## src/rtl/direction_encoder_pkg.sv

```systemverilog
// Shared direction encoding for the direction encoder and the snake game logic.
// Directions are one-hot so the game logic can decode them with single-bit tests.
package direction_encoder_pkg;

    typedef logic [4:0] dir_t;

    localparam dir_t DIR_NONE  = 5'b00000;
    localparam dir_t DIR_UP    = 5'b10000;
    localparam dir_t DIR_DOWN  = 5'b01000;
    localparam dir_t DIR_LEFT  = 5'b00100;
    localparam dir_t DIR_RIGHT = 5'b00010;
    localparam dir_t DIR_PAUSE = 5'b00001;

    // 180-degree reversal of a direction; none has no opposite.
    function automatic dir_t dir_opposite(input dir_t d);
        dir_t r;
        case (d)
            DIR_UP:    r = DIR_DOWN;
            DIR_DOWN:  r = DIR_UP;
            DIR_LEFT:  r = DIR_RIGHT;
            DIR_RIGHT: r = DIR_LEFT;
            default:   r = DIR_NONE;
        endcase
        return r;
    endfunction

    // Pick the single highest-priority press: up > down > left > right.
    function automatic dir_t dir_select(input logic up, input logic down,
                                        input logic left, input logic right);
        dir_t r;
        if (up) begin
            r = DIR_UP;
        end else if (down) begin
            r = DIR_DOWN;
        end else if (left) begin
            r = DIR_LEFT;
        end else if (right) begin
            r = DIR_RIGHT;
        end else begin
            r = DIR_NONE;
        end
        return r;
    endfunction

endpackage

```

## src/rtl/direction_encoder_button_debouncer.sv

```systemverilog
// One push-button channel: 2-flop synchronizer, debounce counter and
// rising-edge detector producing a single-cycle press pulse.
// A button held through reset never produces a press: presses are only
// armed once a genuine low sample has been synchronized after reset.
module button_debouncer #(
    parameter int DEBOUNCE_CYCLES = 500000
) (
    input  logic clk,
    input  logic rst_n,
    input  logic btn,
    output logic press
);

    localparam int               CNT_W   = $clog2(DEBOUNCE_CYCLES + 1);
    localparam logic [CNT_W-1:0] CNT_MAX = CNT_W'(DEBOUNCE_CYCLES);

    logic [1:0]       sync_r;
    logic [1:0]       fill_r;
    logic [CNT_W-1:0] cnt_r;
    logic             level_r;
    logic             prev_r;
    logic             armed_r;
    logic             press_r;

    // Synchronize the raw button and track when the synchronizer holds real samples.
    always_ff @(posedge clk or negedge rst_n) begin
        if (!rst_n) begin
            sync_r <= 2'b00;
            fill_r <= 2'b00;
        end else begin
            sync_r <= {sync_r[0], btn};
            fill_r <= {fill_r[0], 1'b1};
        end
    end

    // Debounce: flip the level once DEBOUNCE_CYCLES differing samples in a row were counted.
    always_ff @(posedge clk or negedge rst_n) begin
        if (!rst_n) begin
            cnt_r   <= {CNT_W{1'b0}};
            level_r <= 1'b0;
        end else if (cnt_r == CNT_MAX) begin
            cnt_r   <= {CNT_W{1'b0}};
            level_r <= ~level_r;
        end else if (sync_r[1] != level_r) begin
            cnt_r   <= cnt_r + CNT_W'(1);
        end else begin
            cnt_r   <= {CNT_W{1'b0}};
        end
    end

    // Edge detect the debounced level into a one-cycle press, gated until armed.
    always_ff @(posedge clk or negedge rst_n) begin
        if (!rst_n) begin
            prev_r  <= 1'b0;
            armed_r <= 1'b0;
            press_r <= 1'b0;
        end else begin
            prev_r  <= level_r;
            press_r <= level_r & ~prev_r & armed_r;
            if (fill_r[1] && !sync_r[1] && !level_r) begin
                armed_r <= 1'b1;
            end else begin
                armed_r <= armed_r;
            end
        end
    end

    assign press = press_r;

endmodule

```

## src/rtl/direction_encoder.sv

```systemverilog
// Turns five bouncing push-buttons into a registered one-hot snake direction.
// Holds a pending direction (latest accepted press) and a committed direction
// (what the snake last moved in); reversal presses against the effective
// commit are rejected, and the center button toggles pause.
module direction_encoder
    import direction_encoder_pkg::*;
#(
    parameter int DEBOUNCE_CYCLES = 500000
) (
    input  logic       in_clock,
    input  logic       in_reset_n,
    input  logic       in_btn_up,
    input  logic       in_btn_down,
    input  logic       in_btn_left,
    input  logic       in_btn_right,
    input  logic       in_btn_center,
    input  logic       in_step_tick,
    output logic [4:0] out_direction
);

    logic [4:0] btn_raw_s;
    logic [4:0] press_s;
    dir_t       sel_s;
    dir_t       eff_commit_s;
    dir_t       pend_next_s;
    dir_t       commit_next_s;
    logic       paused_next_s;
    dir_t       out_next_s;
    dir_t       pend_r;
    dir_t       commit_r;
    logic       paused_r;

    assign btn_raw_s = {in_btn_up, in_btn_down, in_btn_left, in_btn_right, in_btn_center};

    for (genvar i = 0; i < 5; i++) begin : g_btn
        button_debouncer #(
            .DEBOUNCE_CYCLES(DEBOUNCE_CYCLES)
        ) u_debouncer (
            .clk   (in_clock),
            .rst_n (in_reset_n),
            .btn   (btn_raw_s[i]),
            .press (press_s[i])
        );
    end

    // Arbitrate presses, reject reversals, apply pause and compute the next output.
    always_comb begin
        sel_s         = dir_select(press_s[4], press_s[3], press_s[2], press_s[1]);
        eff_commit_s  = DIR_NONE;
        pend_next_s   = pend_r;
        commit_next_s = commit_r;
        paused_next_s = paused_r ^ press_s[0];
        out_next_s    = DIR_NONE;

        // A tick in this cycle means the snake is about to move in pend.
        if (in_step_tick) begin
            eff_commit_s = pend_r;
        end else begin
            eff_commit_s = commit_r;
        end

        // Direction presses see the pre-toggle pause state.
        if (!paused_r && (sel_s != DIR_NONE) &&
            ((eff_commit_s == DIR_NONE) || (sel_s != dir_opposite(eff_commit_s)))) begin
            pend_next_s = sel_s;
        end else begin
            pend_next_s = pend_r;
        end

        if (in_step_tick && !paused_r) begin
            commit_next_s = pend_r;
        end else begin
            commit_next_s = commit_r;
        end

        if (paused_next_s) begin
            out_next_s = DIR_PAUSE;
        end else begin
            out_next_s = pend_next_s;
        end
    end

    // Direction state and registered output.
    always_ff @(posedge in_clock or negedge in_reset_n) begin
        if (!in_reset_n) begin
            pend_r        <= DIR_NONE;
            commit_r      <= DIR_NONE;
            paused_r      <= 1'b0;
            out_direction <= DIR_NONE;
        end else begin
            pend_r        <= pend_next_s;
            commit_r      <= commit_next_s;
            paused_r      <= paused_next_s;
            out_direction <= out_next_s;
        end
    end

endmodule

```

## config.mk

```make
export PLATFORM = sky130hd
export DESIGN_NAME = direction_encoder
export DESIGN_NICKNAME = d
export VERILOG_FILES = /design/src/rtl/direction_encoder_pkg.sv /design/src/rtl/direction_encoder_button_debouncer.sv /design/src/rtl/direction_encoder.sv
export SDC_FILE = /design/constraint.sdc
export NUM_CORES = 1
export LEC_CHECK = 0
export CORE_UTILIZATION = 67
export DETAILED_ROUTE_END_ITERATION = 6
export PLACE_DENSITY = 0.89
export RECOVER_POWER = 50
export SLEW_MARGIN = 10
export SYNTH_ARGS = -nofsm -noshare
export SYNTH_HDL_FRONTEND = slang
export SYNTH_HIERARCHICAL = 1
export SYNTH_SLANG_ARGS = --single-unit
```

## constraint.sdc

```tcl
create_clock -name in_clock -period 4 [get_ports in_clock]
set_input_delay 0.4 -clock in_clock [delete_from_list [all_inputs] [get_ports in_clock]]
set_output_delay 0.4 -clock in_clock [all_outputs]
set_load 0.01 [all_outputs]
```

==> flow_summary.json <==
{
  "fin_crit_sh": 0.649,
  "slowest_delay_ns": 1.70,
  "die-area_sq_um": 11000,
  "synthSimpleGateAreaFrac": 0.245,
  "grt_max_degree": 103,
  "avgSynthCellArea_sq_um": 10.4,
  "grt_first_pass_wirelength_mm": 24.5,
  "yosysWarnings": 6,
  "place.port_buffers": 12,
  "wl_mm": 14.2,
  "crit_path_top_delay_cell": "clkbuf_2",
  "finalMaxSlewViolations": 103,
  "violations": "capacitance limit, slew limit",
  "synth_seq_cells": 151,
  "synth_top_cell_area_share": 0.534,
  "vias_per_cell": 6.12,
  "status": "finished with violations",
  "grt_pass1_vias": 5147,
  "path_delay_family": "buffers and inverters",
  "leakagePower_uw": 0.00324,
  "clock_sinks": 151,
  "worst_pin_slew_ns": 2.45,
  "pwr_density_cell_nw_per_um2": 410,
  "max_slew_margin": -0.634,
  "hold_class": "reg -> reg",
  "die_y_um": 105,
  "antenna_cells": 0,
  "dpl.cell_count": 822,
  "drive_above_1_share": 0.114,
  "final_common_cell": "dfrtp_1",
  "grt_usage": 0.286,
  "fin_cells": 855,
  "drt-initial-drc-count": 480,
  "final_util": 0.770,
  "cp_max_fo": 102,
  "rsz0062_at_grt": "no",
  "setup_ws_ns": 1.41,
  "fin_nets": 724,
  "synthToLayoutAreaGrowth_pct": 11.8,
  "end_kind": "async pin",
  "grt.overflow.total": 0,
  "yosysTopAreaCell": "dfrtp_1",
  "period_minus_slack_ns": 2.59,
  "muxShareOfSynthArea": 0.0175,
  "io_pins": 13,
  "row_count": 37,
  "path_buf_inv": 3,
  "synth_seq_area_share": 0.534,
  "synth_area_leaders": "dfrtp_1 53%, xnor2_1 6.9%, nor2_1 5.6%",
  "grt_antenna_before_repair": 0,
  "cts_setup_buffers": 0,
  "synth_compound_area_frac": 0.0615,
  "start_kind": "input port",
  "dp_hpwl_mm": 8.79,
  "postCtsResizedCells": 0,
  "design_area_sq_um": 7910,
  "gp_congestion": 0.872,
  "cts_tree": "done",
  "synth.distinct_cells": 46,
  "path_class": "in -> async",
  "wl_per_cell_um": 16.6,
  "worstPathCellList": "dlygate4sd3_1, clkbuf_2, buf_4",
  "clock_path_buffers": 2,
  "clock_latency_ns": 0.54,
  "syn_nets": 698,
  "synth-adder-area-share": 0.0177,
  "cts_root_buffer": "clkbuf_8",
  "setup_viol": 0,
  "synth_area_sq_um": 7080,
  "final.setup.tns_ns": 0,
  "syn-instance-count": 680,
  "vdd_drop_max_mv": 0.380,
  "fp.dieW_um": 105,
  "hold_viol_final": 0,
  "drtAntennaViolNets": 0,
  "clk_pin_slew_worst_paths_ns": 0.06,
  "synth-main-ff-cell": "dfrtp_1",
  "ctsHoldBuffers": 1,
  "drv_cap": 1,
  "fp.coreArea_sq_um": 10300,
  "drt-pass1-iter-count": 7,
  "synth_top_family_by_area": "simple AND/OR/NAND/NOR gates",
  "h-tree-depth": 4,
  "max_clock_freq_ghz": 0.385,
  "synth-xor-area-share": 0.0940,
  "vias": 5235,
  "pre_cts_slack_ns": 0.976,
  "placed_area_sq_um": 7330,
  "remaining_drc_errors": 0,
  "arrival_ns": 3.29,
  "fin_skew_ns": 0.00685,
  "initial_utilization": 0.689,
  "numCtsBuffers": 17,
  "worstPathRequired_ns": 4.69,
  "synthArstFlopShare": 1.00,
  "final_cell_mix": "151 x dfrtp_1, 105 x nor2_1, 56 x xnor2_1",
  "synth_edf_count": 0
}
==> path summary, 6_finish.rpt <==
| check | from | endpoint | slack, ns | depth (start not counted) |
|---|---|---|---|---|
| worst max register to register | g_btn[4].u_debouncer/press$_DFF_PN0_ | pend_r[4]$_DFF_PN0_ | 1.64 | 6 |
| worst min-delay path | g_btn[1].u_debouncer/fill_r[0]$_DFF_PN0_ | g_btn[1].u_debouncer/fill_r[1]$_DFF_PN0_ | 0.35 | 0 |
| worst min register to register | g_btn[1].u_debouncer/fill_r[0]$_DFF_PN0_ | g_btn[1].u_debouncer/fill_r[1]$_DFF_PN0_ | 0.35 | 0 |
| worst max-delay path | in_reset_n | g_btn[0].u_debouncer/cnt_r[8]$_DFF_PN0_ | 1.41 | 3 |
| min in group asynchronous | in_reset_n | g_btn[3].u_debouncer/cnt_r[8]$_DFF_PN0_ | 1.13 | 2 |
| max in group in_clock | in_step_tick | pend_r[4]$_DFF_PN0_ | 1.49 | 7 |
==> per-layer routing <==
metal	up-vias	GRT usage	share of wire
met5	-	0	0
met4	0	0.103	0.022
met3	35	0.0749	0.053
met2	181	0.461	0.50
met1	2590	0.378	0.42
li1	2429	-	-
==> cell usage after synthesis, drive strengths merged (18+ instances only) <==
| library cell | instances |
|---|---|
| dfrtp | 151 |
| nor2 | 105 |
| xnor2 | 56 |
| inv | 38 |
| nand3 | 36 |
| nand2 | 34 |
| nor3 | 26 |
| nand4 | 25 |
| a21oi | 23 |
| nor4 | 22 |
| xor2 | 20 |
| o21ai | 18 |
==> logic make-up (layout without fill, tap and decap cells) <==
family          Yosys count  count (layout)
xor+xnor                 76              76
buf+inv                  46              85
flops                   151             151
other cells               5               5
compound gates           66              66
fa+ha+maj                10              10
mux                      11              11
simple gates            315             315
==> power by group <==
part | switching, uW | internal, uW
clock | 666 | 902
sequential | 21.3 | 1550
combinational | 74.0 | 31.0
==> worst register-to-register path, stage by stage (launching register included) <==
cell     delay, ns
dfrtp_1       0.54
nor2_1        0.14
a32oi_2       0.23
nor3_1        0.08
or4_1         0.65
or2_4         0.30
mux2_4        0.30
==> registers in the layout, indices dropped and copies added (netlist names) <==
signal                     cells
g_btn.u_debouncer/armed_r      5
g_btn.u_debouncer/cnt_r       95
commit_r                       5
g_btn.u_debouncer/sync_r      10
out_direction                  5
g_btn.u_debouncer/level_r      5
pend_r                         5
paused_r                       1
g_btn.u_debouncer/fill_r      10
g_btn.u_debouncer/press        5
g_btn.u_debouncer/prev_r       5
==> through the flow <==
step | total power (uW) | hold slack, ns
final | 3240 | 0.347
after global routing | 3360 | 0.352
after CTS | 3270 | 0.274
after detailed placement | 1710 | 0.335
after global placement | 1700 | 0.332
after floorplan | 1650 | 0.104
==> cell type report <==
| cell class | count | area [sq um] |
|---|---|---|
| Clock inverter | 15 | 168 |
| Sequential cell | 151 | 3780 |
| Fill cell | 637 | 2360 |
| Inverter | 38 | 143 |
| Timing Repair Buffer | 15 | 140 |
| Clock buffer | 17 | 414 |
| Multi-Input combinational cell | 483 | 3100 |
| Tap cell | 136 | 170 |
(Power assumes the default switching activity.)
